===== config.mk =====
export PLATFORM = sky130hd
export DESIGN_NAME = output_ports
export DESIGN_NICKNAME = d
export VERILOG_FILES = /design/src/rtl/output_ports.sv
export SDC_FILE = /design/constraint.sdc
export NUM_CORES = 1
export LEC_CHECK = 0
export CAP_MARGIN = 20
export CORE_UTILIZATION = 50
export DETAILED_ROUTE_END_ITERATION = 7
export PLACE_DENSITY = 0.76
export REMOVE_ABC_BUFFERS = 1
export SLEW_MARGIN = 0
export SYNTH_ARGS = -nofsm -noshare
export SYNTH_HDL_FRONTEND = slang
export SYNTH_SLANG_ARGS = --single-unit

===== constraint.sdc =====
create_clock -name clk -period 1.95 [get_ports clk]
set_input_delay 0.195 -clock clk [delete_from_list [all_inputs] [get_ports clk]]
set_output_delay 0.195 -clock clk [all_outputs]
set_load 0.02 [all_outputs]

===== src/rtl/output_ports.sv =====
// Output pin block: registered level writes and timed pulses on pins D0..D3.
// Optional macro OUTPORT_TOGGLE_EN adds a toggle input that inverts the selected pin.
module output_ports #(
    parameter int unsigned PULSE_CYCLES = 4,
    parameter logic [3:0]  RESET_VAL    = 4'b0000
) (
    input  logic       clk,
    input  logic       rst_n,
    input  logic       wr_en,
    input  logic [1:0] pin_sel,
    input  logic       pin_val,
    input  logic       pulse,
`ifdef OUTPORT_TOGGLE_EN
    input  logic       toggle,
`endif
    output logic       D0,
    output logic       D1,
    output logic       D2,
    output logic       D3,
    output logic       busy,
    output logic       ack
);

    localparam int unsigned CntW = $clog2(PULSE_CYCLES + 1);
    localparam logic [CntW-1:0] CntInit = CntW'(PULSE_CYCLES - 1);

    typedef enum logic [0:0] {StIdle, StPulse} state_t;

    state_t          state;
    logic [3:0]      pins;
    logic [CntW-1:0] cnt;
    logic            saved_val;
    logic [1:0]      saved_sel;

    always_ff @(posedge clk or negedge rst_n) begin
        if (!rst_n) begin
            state     <= StIdle;
            pins      <= RESET_VAL;
            cnt       <= '0;
            saved_val <= 1'b0;
            saved_sel <= 2'd0;
            busy      <= 1'b0;
            ack       <= 1'b0;
        end else begin
            ack <= 1'b0;
            unique case (state)
                StIdle: begin
                    if (wr_en) begin
`ifdef OUTPORT_TOGGLE_EN
                        if (toggle) begin
                            pins[pin_sel] <= ~pins[pin_sel];
                            ack           <= 1'b1;
                        end else
`endif
                        if (pulse) begin
                            saved_val     <= pins[pin_sel];
                            saved_sel     <= pin_sel;
                            pins[pin_sel] <= pin_val;
                            cnt           <= CntInit;
                            busy          <= 1'b1;
                            state         <= StPulse;
                        end else begin
                            pins[pin_sel] <= pin_val;
                            ack           <= 1'b1;
                        end
                    end
                end
                StPulse: begin
                    // Commands are dropped for the whole pulse, including the restoring edge.
                    if (cnt != '0) begin
                        cnt <= cnt - CntW'(1);
                    end else begin
                        pins[saved_sel] <= saved_val;
                        busy            <= 1'b0;
                        ack             <= 1'b1;
                        state           <= StIdle;
                    end
                end
                default: state <= StIdle;
            endcase
        end
    end

    assign D0 = pins[0];
    assign D1 = pins[1];
    assign D2 = pins[2];
    assign D3 = pins[3];

endmodule


# After elaboration in Yosys (flattened, before gate mapping)
# Cells that the tools add are included.
dict set report totals {
  register_bits 13
  elab_cells 51
}
dict set report classes {
  addsub 1
  order_cmp 4
  n_eq_ne 4
  n_mux 27
  bitwise_logic 1
  n_reduce_logical 7
}
# op n
set ops {}
lappend ops {{$mux 1} 12}
lappend ops {{$mux 3} 3}
lappend ops {{$reduce_and 3->1} 3}
lappend ops {{$bwmux 4} 2}
lappend ops {{$mux 4} 2}
lappend ops {{$pmux 4 s2} 1}
lappend ops {{$lt 2x3->1 const B} 2}
lappend ops {{$ne 2x2->1 const B} 3}
lappend ops {{$pmux 1 s2} 3}
lappend ops {{$pmux 3 s2} 1}
lappend ops {{$demux 1 s2} 2}
lappend ops {{$ge 2x1->1 const B} 2}
lappend ops {{$reduce_bool 3->1} 1}
lappend ops {{$sub 3x1->3 const B} 1}
lappend ops {{$bmux 1 s2} 1}
lappend ops {{$logic_and 1x1->1} 2}
lappend ops {{$ne 2x1->1 const B} 1}
lappend ops {{$reduce_and 2->1} 1}
lappend ops {{$not 1->1} 1}

# Longest topological paths before layout
# Gate-level depths: netlist (run 1).
dict set report logic_depth {
  depth_word 7
  depth_mapped 5
}

# Worst setup path before layout (run 1)
# No wires, ideal clock.
dict set report synth_path {
  path_kind {flip-flop to flip-flop}
  start {register cnt[0]}
  end {register pins[2]}
  setup_ns 0.125
  t_arrival_ns 1.280
  t_required_ns 1.825
  setup_slack_ns 0.545
  stages_incl_launch_ff 6
  n_path_buf 0
  period_less_slack_ns 1.405
  cell_sequence {dfrtp_1 > inv_1 > ha_1 > and3b_1 > o22ai_1 > mux2_2}
}
dict set report synth_via {
  elab_chain_cells 3
}
# item line_no
set synth_lines {}
lappend synth_lines {{from (decl)} 31} ;# logic [CntW-1:0] cnt;
lappend synth_lines {{from (signal assigned)} 59} ;# cnt <= CntInit;
lappend synth_lines {{from (signal assigned)} 71} ;# cnt <= cnt - CntW'(1);
lappend synth_lines {{$reduce_bool 3->1} 70} ;# if (cnt != '0) begin
lappend synth_lines {{$ne 2x2->1 (no source line)} -}
lappend synth_lines {{$reduce_and 2->1 (no source line)} -}
lappend synth_lines {{to (signal, indexed assignment)} 58} ;# pins[pin_sel] <= pin_val;
lappend synth_lines {{to (signal, indexed assignment)} 63} ;# pins[pin_sel] <= pin_val;
lappend synth_lines {{to (signal, indexed assignment)} 73} ;# pins[saved_sel] <= saved_val;
lappend synth_lines {{to (decl)} 30} ;# logic [3:0] pins;
# No other way between the ends.
# A chain may end at the register's enable or synchronous reset.

# Worst setup path after layout (run 1)
dict set report layout_path {
  start {register cnt[0]}
  end {register pins[1]}
}
# The elaborated chain is that of the path after synthesis.

==> flow_metrics.env, run 1 <==
export IMPL_p_leak_nw=0.418
export IMPL_std_cell_rows=13
export IMPL_grt_util_all_layers_pct=23.2
export IMPL_fill_cells=103
export IMPL_maxCapViolCount=0
export IMPL_syn_area_um2=757
export IMPL_clock_skew_ps=2.65
export IMPL_cp_slowest_cell="dfrtp_1"
export IMPL_port_buffers=12
export IMPL_p_sw_share_pct=40.3
export IMPL_place_hpwl_mm=1.15
export IMPL_dieArea_um2=1670
export IMPL_routabilityCongestion=0.798
export IMPL_grt_use_met1_pct=31.7
export IMPL_cts_setup_buffers=0
export IMPL_report_final_slew_viol_count=0
export IMPL_synth_top_cell_by_area="dfrtp_1"
export IMPL_combPwrFrac_pct=47.1
export IMPL_peakVddDrop_v=0.000631
export IMPL_busiest_layer="met2"
export IMPL_cp_max_fo=4
export IMPL_netlist_top_cells_area="dfrtp_1 (43%), mux2_2 (4.5%), o22ai_1 (4.1%)"
export IMPL_placed_cells=96
export IMPL_reg2reg_from="cnt[0]$_DFFE_PN0P_"
export IMPL_io_pins=13
export IMPL_critPathKind="reg -> reg"
export IMPL_core_area_um2=1350
export IMPL_dr_first_iter_drc_count=14
export IMPL_final_cells=100
export IMPL_synth_top_area_share_pct=43.0
export IMPL_setup_violations=0
export IMPL_gr_total_overflow=0
export IMPL_grt_pass1_vias=518
export IMPL_initial_utilization_pct=56.1
export IMPL_post_route_min_period_ps=1530
export IMPL_regToRegSetupSlack_ps=420
export IMPL_cts_sinks=13
export IMPL_fin_hold_ws_ps=278
export IMPL_grtUsageMet3_pct=8.15
export IMPL_tns_ps=0
export IMPL_wire_per_inst_um=15.9
export IMPL_cp_slowest_stage_delay_ps=370
export IMPL_root_buffer="clkbuf_4"
export IMPL_required_ps=2120
export IMPL_ant_nets=0
export IMPL_hold_class="in -> async"
export IMPL_powerDensity_nw_per_um2=1480
export IMPL_antenna_cells=0
export IMPL_antenna_found_initial=0
export IMPL_clk_pin_slew_ps=80
export IMPL_ys_seq_elements=13
export IMPL_cts_tree="done"
export IMPL_vias=607
export IMPL_rsz0062_at_grt="no"
export IMPL_power_net_switching_mw=0.540
export IMPL_internal_power_mw=0.799
export IMPL_period_share_pct=78.5
export IMPL_path_cells="inv_1 -> ha_1 -> and3b_1 -> o22ai_1 -> mux2_1"
export IMPL_startpoint="cnt[0]$_DFFE_PN0P_"
export IMPL_r2r_end="pins[1]$_DFFE_PN0P_"
export IMPL_nets=95
export IMPL_reg2reg_depth=5
export IMPL_die_y_um=40.9
export IMPL_area_growth_pct=19.8
export IMPL_clockPowerShare_pct=13.2
export IMPL_ys_types=28
export IMPL_grt_start_max_net_pins=14
export IMPL_syn_inst=70
export IMPL_syn_avg_cell_area_um2=10.8
export IMPL_vias_per_cell=6.07
export IMPL_grt_pass1_wl_mm=2.39
export IMPL_firstDrtPassIters=4
export IMPL_remaining_drc_errors=0
export IMPL_die_w_um=40.9
export IMPL_cts_buffers_inserted=3
export IMPL_met2_usage_pct=34.0
export IMPL_max_freq_mhz=653
export IMPL_clk_latency_ps=290
export IMPL_cp_end_kind="flop"
export IMPL_routed_wl_mm=1.59
export IMPL_slew_headroom_pct=60.4
export IMPL_drive_gt1_share_pct=11.8
export IMPL_finalHoldViolations=0
export IMPL_cts_hold_buf=0
export IMPL_worst_pin_slew_ps=592
export IMPL_status="completed"
export IMPL_p_seq_share_pct=39.7
export IMPL_critPathArrivalTime_ps=1700
export IMPL_ys_seq_area_share_pct=43.0
export IMPL_cts_max_path_buffers=2
export IMPL_ys_warn_count=0
export IMPL_cts_max_level=1
export IMPL_cp_start_kind="flop"
export IMPL_cts_resized=0
export IMPL_crit_end="pins[1]$_DFFE_PN0P_"
[power groups by stage]
stage / Clock, mW / Combinational [mW] / Sequential (mW)
global placement: 0 / 0.604 / 0.523
floorplan: 0 / 0.325 / 0.582
detailed placement: 0 / 0.626 / 0.535
CTS: 0.178 / 0.630 / 0.528
finish: 0.177 / 0.631 / 0.531
global route: 0.191 / 0.689 / 0.552
[how the worst min path moves through the flow]
stage / from / endpoint
finish: rst_n / saved_val$_DFFE_PN0P_
global route: rst_n / saved_val$_DFFE_PN0P_
CTS: rst_n / saved_val$_DFFE_PN0P_
detailed placement: busy$_DFFE_PN0P_ / busy$_DFFE_PN0P_
global placement: busy$_DFFE_PN0P_ / busy$_DFFE_PN0P_
floorplan: rst_n / ack$_DFF_PN0_
[synth_stat cells (all sizes together)]
master / number
mux4: 1
o32a: 1
nand2: 7
o31ai: 1
and3: 1
mux2: 5
o22ai: 5
nor3b: 3
nand3b: 4
o21ai: 2
mux2i: 1
or3b: 1
and3b: 3
dfrtp: 13
nand3: 3
buf: 3
a22oi: 1
and2b: 1
o32ai: 1
nand2b: 2
inv: 5
nor3: 1
ha: 2
a31oi: 2
a221oi: 1
[registers in the layout, indices dropped and copies added (netlist names)]
signal	flops
state	1
cnt	3
busy	1
saved_sel	2
saved_val	1
pins	4
ack	1
[placed cells by master (no fill, tap or decap), types with 2 or more instances in the layout]
cell             instances
clkdlybuf4s50_1         12
nand3_1                  3
o21ai_0                  2
inv_1                    5
nand3b_1                 3
o22ai_1                  5
nor3b_1                  3
ha_1                     2
dfrtp_1                 13
nand2_1                  7
mux2_2                   3
mux2_1                   2
a31oi_1                  2
clkbuf_4                 3
and3b_1                  3
nand2b_1                 2
buf_4                    2
[per-layer routing]
layer	part of all wire, %	up-vias
met5	0	-
met4	1.5	0
met3	5.3	2
met2	48	28
met1	45	287
li1	-	290
[worst max-delay path: cells and delay by family (launching register included)]
kind            cells  cell delay, ps
flops               1             370
mux                 1             350
fa+ha+maj           1             230
simple gates        1             210
compound gates      1             180
buf+inv             1              70
[stage by stage]
| step | total power [mW] | instance area [um^2] | utilization [%] | setup slack (ps) |
|---|---|---|---|---|
| floorplan | 0.907 | 727 | - | 504 |
| detailed placement | 1.16 | 881 | 65.2 | 340 |
| finish | 1.34 | 907 | 67.2 | 418 |
| global route | 1.43 | 907 | 67.2 | 345 |
| global placement | 1.13 | 881 | 65.2 | 365 |
| CTS | 1.34 | 907 | 67.2 | 427 |
[layout make-up]
cell class / count / area [um^2] / area share, %
multi-input cells: 49 / 383 / 42.2
flip-flops and latches: 13 / 325 / 35.9
repair buffers: 14 / 135 / 14.9
clock buffers: 4 / 26.3 / 2.90
inverters: 5 / 18.8 / 2.07
well taps: 15 / 18.8 / 2.07
[logic make-up after synthesis]
family          after synthesis  synth area share (%)
simple gates                 26                  22.8
fa+ha+maj                     2                  3.31
buf+inv                       8                  6.45
compound gates               14                  12.7
mux                           7                  11.7
flops                        13                  43.0
Note: power is estimated with default switching activity, not from simulation.
==> inputs of run 2 (changes only) <==
- clock period: 1.95 -> 1.6 ns (I/O delays scaled with it)
==> run 2 against run 1 <==
  * Sequential share of layout area shrank 1.3 points
  * Fmax shrank 0.19%
  * Worst hold slack lost 26 ps
  * Via count shrank 2.0%
  * Core utilization grew 2.5 points
  * Design area grew 3.7%
  * Global-route usage shrank 2.4 points
  * Critical path depth is the same
  * Worst setup slack lost 350 ps
  * Power grew 23%
  * Routed wire length shrank 7.4%
==> flow_metrics.env, run 2 (same netlist as run 1, synthesis figures left out) <==
export IMPL_status="completed"
export IMPL_clk_pin_slew_ps=80
export IMPL_place_hpwl_mm=1.09
export IMPL_startpoint="cnt[0]$_DFFE_PN0P_"
export IMPL_hold_class="in -> async"
export IMPL_wl_met2_um=661
export IMPL_wire_per_inst_um=14.3
export IMPL_std_cell_rows=13
export IMPL_routed_wl_mm=1.47
export IMPL_cp_start_kind="flop"
export IMPL_maxCapViolCount=0
export IMPL_clock_skew_ps=8.29
export IMPL_antenna_found_initial=0
export IMPL_rsz0062_at_grt="yes"
export IMPL_grt_start_max_net_pins=14
export IMPL_cp_max_fo=4
export IMPL_p_leak_nw=0.443
export IMPL_period_share_pct=95.9
export IMPL_cp_end_kind="flop"
export IMPL_clk_latency_ps=280
export IMPL_nets=98
export IMPL_dieArea_um2=1670
export IMPL_vias=595
export IMPL_remaining_drc_errors=0
export IMPL_initial_utilization_pct=56.1
export IMPL_cts_sinks=13
export IMPL_grt_pass1_vias=507
export IMPL_slew_headroom_pct=59.5
export IMPL_post_route_min_period_ps=1530
export IMPL_vias_per_cell=5.78
export IMPL_highest_layer="met4"
export IMPL_critPathKind="reg -> reg"
export IMPL_report_final_slew_viol_count=0
export IMPL_place_area_um2=903
export IMPL_grt_pass1_wl_mm=2.19
export IMPL_area_growth_pct=24.3
export IMPL_stdcell_area_um2=941
export IMPL_met1_length_um=715
export IMPL_root_buffer="clkbuf_4"
export IMPL_cts_tree="done"
export IMPL_die_y_um=40.9
export IMPL_ant_nets=0
export IMPL_cts_max_level=1
export IMPL_largest_register="pins"
export IMPL_met3_length_um=84
export IMPL_reg2reg_from="cnt[0]$_DFFE_PN0P_"
export IMPL_antenna_cells=0
export IMPL_routabilityCongestion=0.850
export IMPL_dr_first_iter_drc_count=24
export IMPL_fin_hold_ws_ps=252
export IMPL_largest_register_ff_count=4
export IMPL_biggestRegsByFlops="pins: 4 flops, cnt: 3 flops, saved_sel: 2 flops"
export IMPL_grt_util_all_layers_pct=20.8
export IMPL_power_total_mw=1.65
export IMPL_cts_hold_buf=0
export IMPL_finalHoldViolations=0
export IMPL_core_area_um2=1350
export IMPL_io_pins=13
export IMPL_dp_worst_setup_slack_ps=22.9
export IMPL_final_cell_mix="dfrtp_1 (13), clkdlybuf4s50_1 (12), nand2_1 (7), inv_1 (5), buf_4 (5)"
export IMPL_required_ps=1770
export IMPL_setup_violations=0
export IMPL_powerDensity_nw_per_um2=1750
export IMPL_max_freq_mhz=652
export IMPL_final_common_cell="dfrtp_1"
export IMPL_peakVddDrop_v=0.000843
export IMPL_finalWorstSetupSlack_ps=65.6
export IMPL_tns_ps=0
export IMPL_die_w_um=40.9
export IMPL_critPathArrivalTime_ps=1710
export IMPL_cts_setup_buffers=0
export IMPL_port_buffers=12
export IMPL_drive_gt1_share_pct=17.0
export IMPL_firstDrtPassIters=4
export IMPL_cts_buffers_inserted=3
export IMPL_gr_total_overflow=0
export IMPL_worst_pin_slew_ps=605
export IMPL_cts_max_path_buffers=2
[run 2: repair_timing]
| item | CTS | global route |
|---|---|---|
| endpoints found under the hold margin | 0 | 0 |
| gates resized for setup | 0 | 2 |
| endpoints found under the setup margin | 0 | 2 |
[run 2: power by group]
group	switching [mW]	leakage, nW	internal, mW
registers	0.145	0.162	0.482
logic	0.387	0.265	0.428
clock network	0.109	0.0150	0.0968
[run 2: critical path, cell delays in order, from the launching register on]
cell and delay (ps):
dfrtp_1 370, inv_1 70, ha_1 240, and3b_1 220
o22ai_1 180, mux2_2 350
[run 2: final cells by class]
cell class | count | area (um^2)
fillers | 104 | 409
well taps | 15 | 18.8
flip-flops and latches | 13 | 325
repair buffers | 17 | 158
multi-input cells | 49 | 394
inverters | 5 | 18.8
clock buffers | 4 | 26.3
[run 2: path summary, 6_finish.rpt]
check,to,slack [ps],cells past startpoint
min in group clk,cnt[0]$_DFFE_PN0P_,500,1
setup / recovery,pins[2]$_DFFE_PN0P_,70,5
hold reg to reg,cnt[0]$_DFFE_PN0P_,500,1
max in group asynchronous,cnt[1]$_DFFE_PN0P_,950,1
hold / removal,pins[0]$_DFFE_PN0P_,250,1
setup reg to reg,pins[2]$_DFFE_PN0P_,70,5
[run 2: routing by layer]
layer  up-vias  track usage (%)
li1        301                -
met1       266             25.8
met2        25             30.9
met3         3             8.15
met4         0             10.8
met5         -                0
[run 2: metrics by stage]
step           std cells  util [%]
6_report             103      69.7
2_1_floorplan         67         -
4_1_cts              103      68.9
3_5_place_dp          99      66.9
3_3_place_gp          99      66.9
5_1_grt              103      69.7
==> inputs of run 3 (changes only) <==
- CORE_MARGIN: unset -> 2
==> run 3 against run 2 <==
  * Clock-buffer cell count unchanged
  * Clock power is 4% higher
  * Sequential share of layout area up 0.14 points
  * Register-to-register slack improved by 40 ps
  * First-iteration DRC count shrank 38%
  * Worst setup slack better by 43 ps
  * Core utilization is 5.2 points lower
  * Die area is 10% higher
  * Power is 0.44% higher
  * Combinational power barely moved
  * Routed wire length grew 3.7%
  * Critical path type unchanged
  * Largest power group unchanged
==> flow_metrics.env, run 3 (same netlist as run 1, synthesis figures left out) <==
export IMPL_status="completed"
export IMPL_max_freq_mhz=671
export IMPL_cts_tree="done"
export IMPL_cts_sinks=13
export IMPL_gr_total_overflow=0
export IMPL_die_w_um=42.9
export IMPL_period_share_pct=93.2
export IMPL_port_buffers=12
export IMPL_initial_utilization_pct=52.1
export IMPL_dr_first_iter_drc_count=15
export IMPL_power_net_switching_mw=0.651
export IMPL_cp_slowest_stage_delay_ps=410
export IMPL_cts_max_level=1
export IMPL_clk_latency_ps=270
export IMPL_grt_util_all_layers_pct=19.0
export IMPL_place_hpwl_mm=1.12
export IMPL_cp_max_fo=4
export IMPL_setup_violations=0
export IMPL_grt_pass1_vias=580
export IMPL_p_leak_nw=0.435
export IMPL_grt_start_max_net_pins=14
export IMPL_antenna_found_initial=0
export IMPL_final_cell_mix="dfrtp_1 (13), clkdlybuf4s50_1 (12), nand2_1 (7), inv_1 (5)"
export IMPL_biggestRegsByFlops="pins: 4 flops, cnt: 3 flops, saved_sel: 2 flops"
export IMPL_rsz0062_at_grt="no"
export IMPL_post_route_min_period_ps=1490
export IMPL_io_pins=13
export IMPL_reg2reg_depth=5
export IMPL_powerDensity_nw_per_um2=1770
export IMPL_area_growth_pct=23.8
export IMPL_wire_per_inst_um=14.8
export IMPL_critPathKind="reg -> reg"
export IMPL_cp_end_kind="flop"
export IMPL_cp_start_kind="flop"
export IMPL_r2r_end="pins[3]$_DFFE_PN0P_"
export IMPL_regToRegSetupSlack_ps=110
export IMPL_worst_pin_slew_ps=569
export IMPL_finalHoldViolations=0
export IMPL_critPathArrivalTime_ps=1660
export IMPL_clk_pin_slew_ps=90
export IMPL_dp_worst_setup_slack_ps=38.1
export IMPL_firstDrtPassIters=4
export IMPL_slew_headroom_pct=62.0
export IMPL_internal_power_mw=1.00
export IMPL_reg2reg_from="cnt[0]$_DFFE_PN0P_"
export IMPL_largest_register="pins"
export IMPL_antenna_cells=0
export IMPL_final_common_cell="dfrtp_1"
export IMPL_cp_slowest_cell="dfrtp_1"
export IMPL_vias=598
export IMPL_largest_register_ff_count=4
export IMPL_dieArea_um2=1840
export IMPL_cts_hold_buf=0
export IMPL_cts_max_path_buffers=2
export IMPL_required_ps=1770
export IMPL_maxCapViolCount=0
export IMPL_tns_ps=0
export IMPL_path_cells="inv_1 -> ha_2 -> nand3b_1 -> a22oi_2 -> mux2_1"
export IMPL_nets=97
export IMPL_peakVddDrop_v=0.000824
export IMPL_p_seq_share_pct=38.1
export IMPL_clockPowerShare_pct=12.9
export IMPL_vias_per_cell=5.81
export IMPL_hold_class="in -> async"
export IMPL_remaining_drc_errors=0
export IMPL_p_sw_share_pct=39.3
export IMPL_root_buffer="clkbuf_4"
export IMPL_die_y_um=42.9
export IMPL_cts_buffers_inserted=3
export IMPL_drive_gt1_share_pct=17.2
export IMPL_routabilityCongestion=0.829
export IMPL_report_final_slew_viol_count=0
export IMPL_cp_top_family="flip-flops"
export IMPL_finalWorstSetupSlack_ps=109
export IMPL_routed_wl_mm=1.53
export IMPL_combPwrFrac_pct=49.1
export IMPL_core_area_um2=1450
export IMPL_grt_pass1_wl_mm=2.59
export IMPL_std_cell_rows=14
export IMPL_ant_nets=0
export IMPL_path_buf_inv=1
export IMPL_clock_skew_ps=3.55
run 3: cell count changes in the layout (fill, tap and decap cells not counted):
cell	previous run	this run
buf_4	5	4
ha_1	2	1
ha_2	0	1
run 3: worst max path at each step:
| stage | start | slack (ps) | cells after the start | to |
|---|---|---|---|---|
| final | cnt[0]$_DFFE_PN0P_ | 110 | 5 | pins[3]$_DFFE_PN0P_ |
| after global routing | cnt[0]$_DFFE_PN0P_ | 10 | 5 | pins[3]$_DFFE_PN0P_ |
| after CTS | cnt[0]$_DFFE_PN0P_ | 60 | 5 | pins[2]$_DFFE_PN0P_ |
| after detailed placement | pin_sel[0] | 40 | 5 | pins[3]$_DFFE_PN0P_ |
| after global placement | pin_sel[0] | 50 | 5 | pins[3]$_DFFE_PN0P_ |
| after floorplan | state$_DFF_PN0_ | 150 | 3 | pins[2]$_DFFE_PN0P_ |
run 3: layout make-up:
cell class	instances	area (um^2)
Clock buffer	4	26.3
Fill cell	127	517
Inverter	5	18.8
Multi-Input combinational cell	49	397
Sequential cell	13	325
Tap cell	16	20.0
Timing Repair Buffer	16	150
run 3: what timing repair did:
action,4_1_cts,5_1_grt
setup endpoints to repair,0,2
resized for setup,0,3
setup buffers,0,0
run 3: power groups by stage:
stage               sequential [mW]  clock [mW]  combinational [mW]
floorplan                     0.709           0               0.396
detailed placement            0.636           0               0.792
CTS                           0.629       0.216               0.794
finish                        0.630       0.213               0.812
global placement              0.627           0               0.768
global route                  0.656       0.227               0.893
run 3: per-layer routing:
layer | GRT usage, % | vias up | part of all wire, %
met5 | 0 | - | 0
met4 | 7.50 | 0 | 1.1
met3 | 2.55 | 4 | 2.6
met2 | 31.8 | 12 | 50
met1 | 24.6 | 286 | 47
li1 | - | 296 | -
run 3: metrics by stage:
| step | utilization, % | cells | instance area, um^2 | hold slack, ps | power [mW] |
|---|---|---|---|---|---|
| CTS | 63.5 | 103 | 923 | 269 | 1.64 |
| detailed placement | 61.7 | 99 | 897 | 475 | 1.43 |
| global route | 64.5 | 103 | 937 | 295 | 1.78 |
| finish | 64.5 | 103 | 937 | 242 | 1.65 |
| global placement | 61.7 | 99 | 897 | 463 | 1.39 |
| floorplan | - | 67 | 727 | -136 | 1.10 |
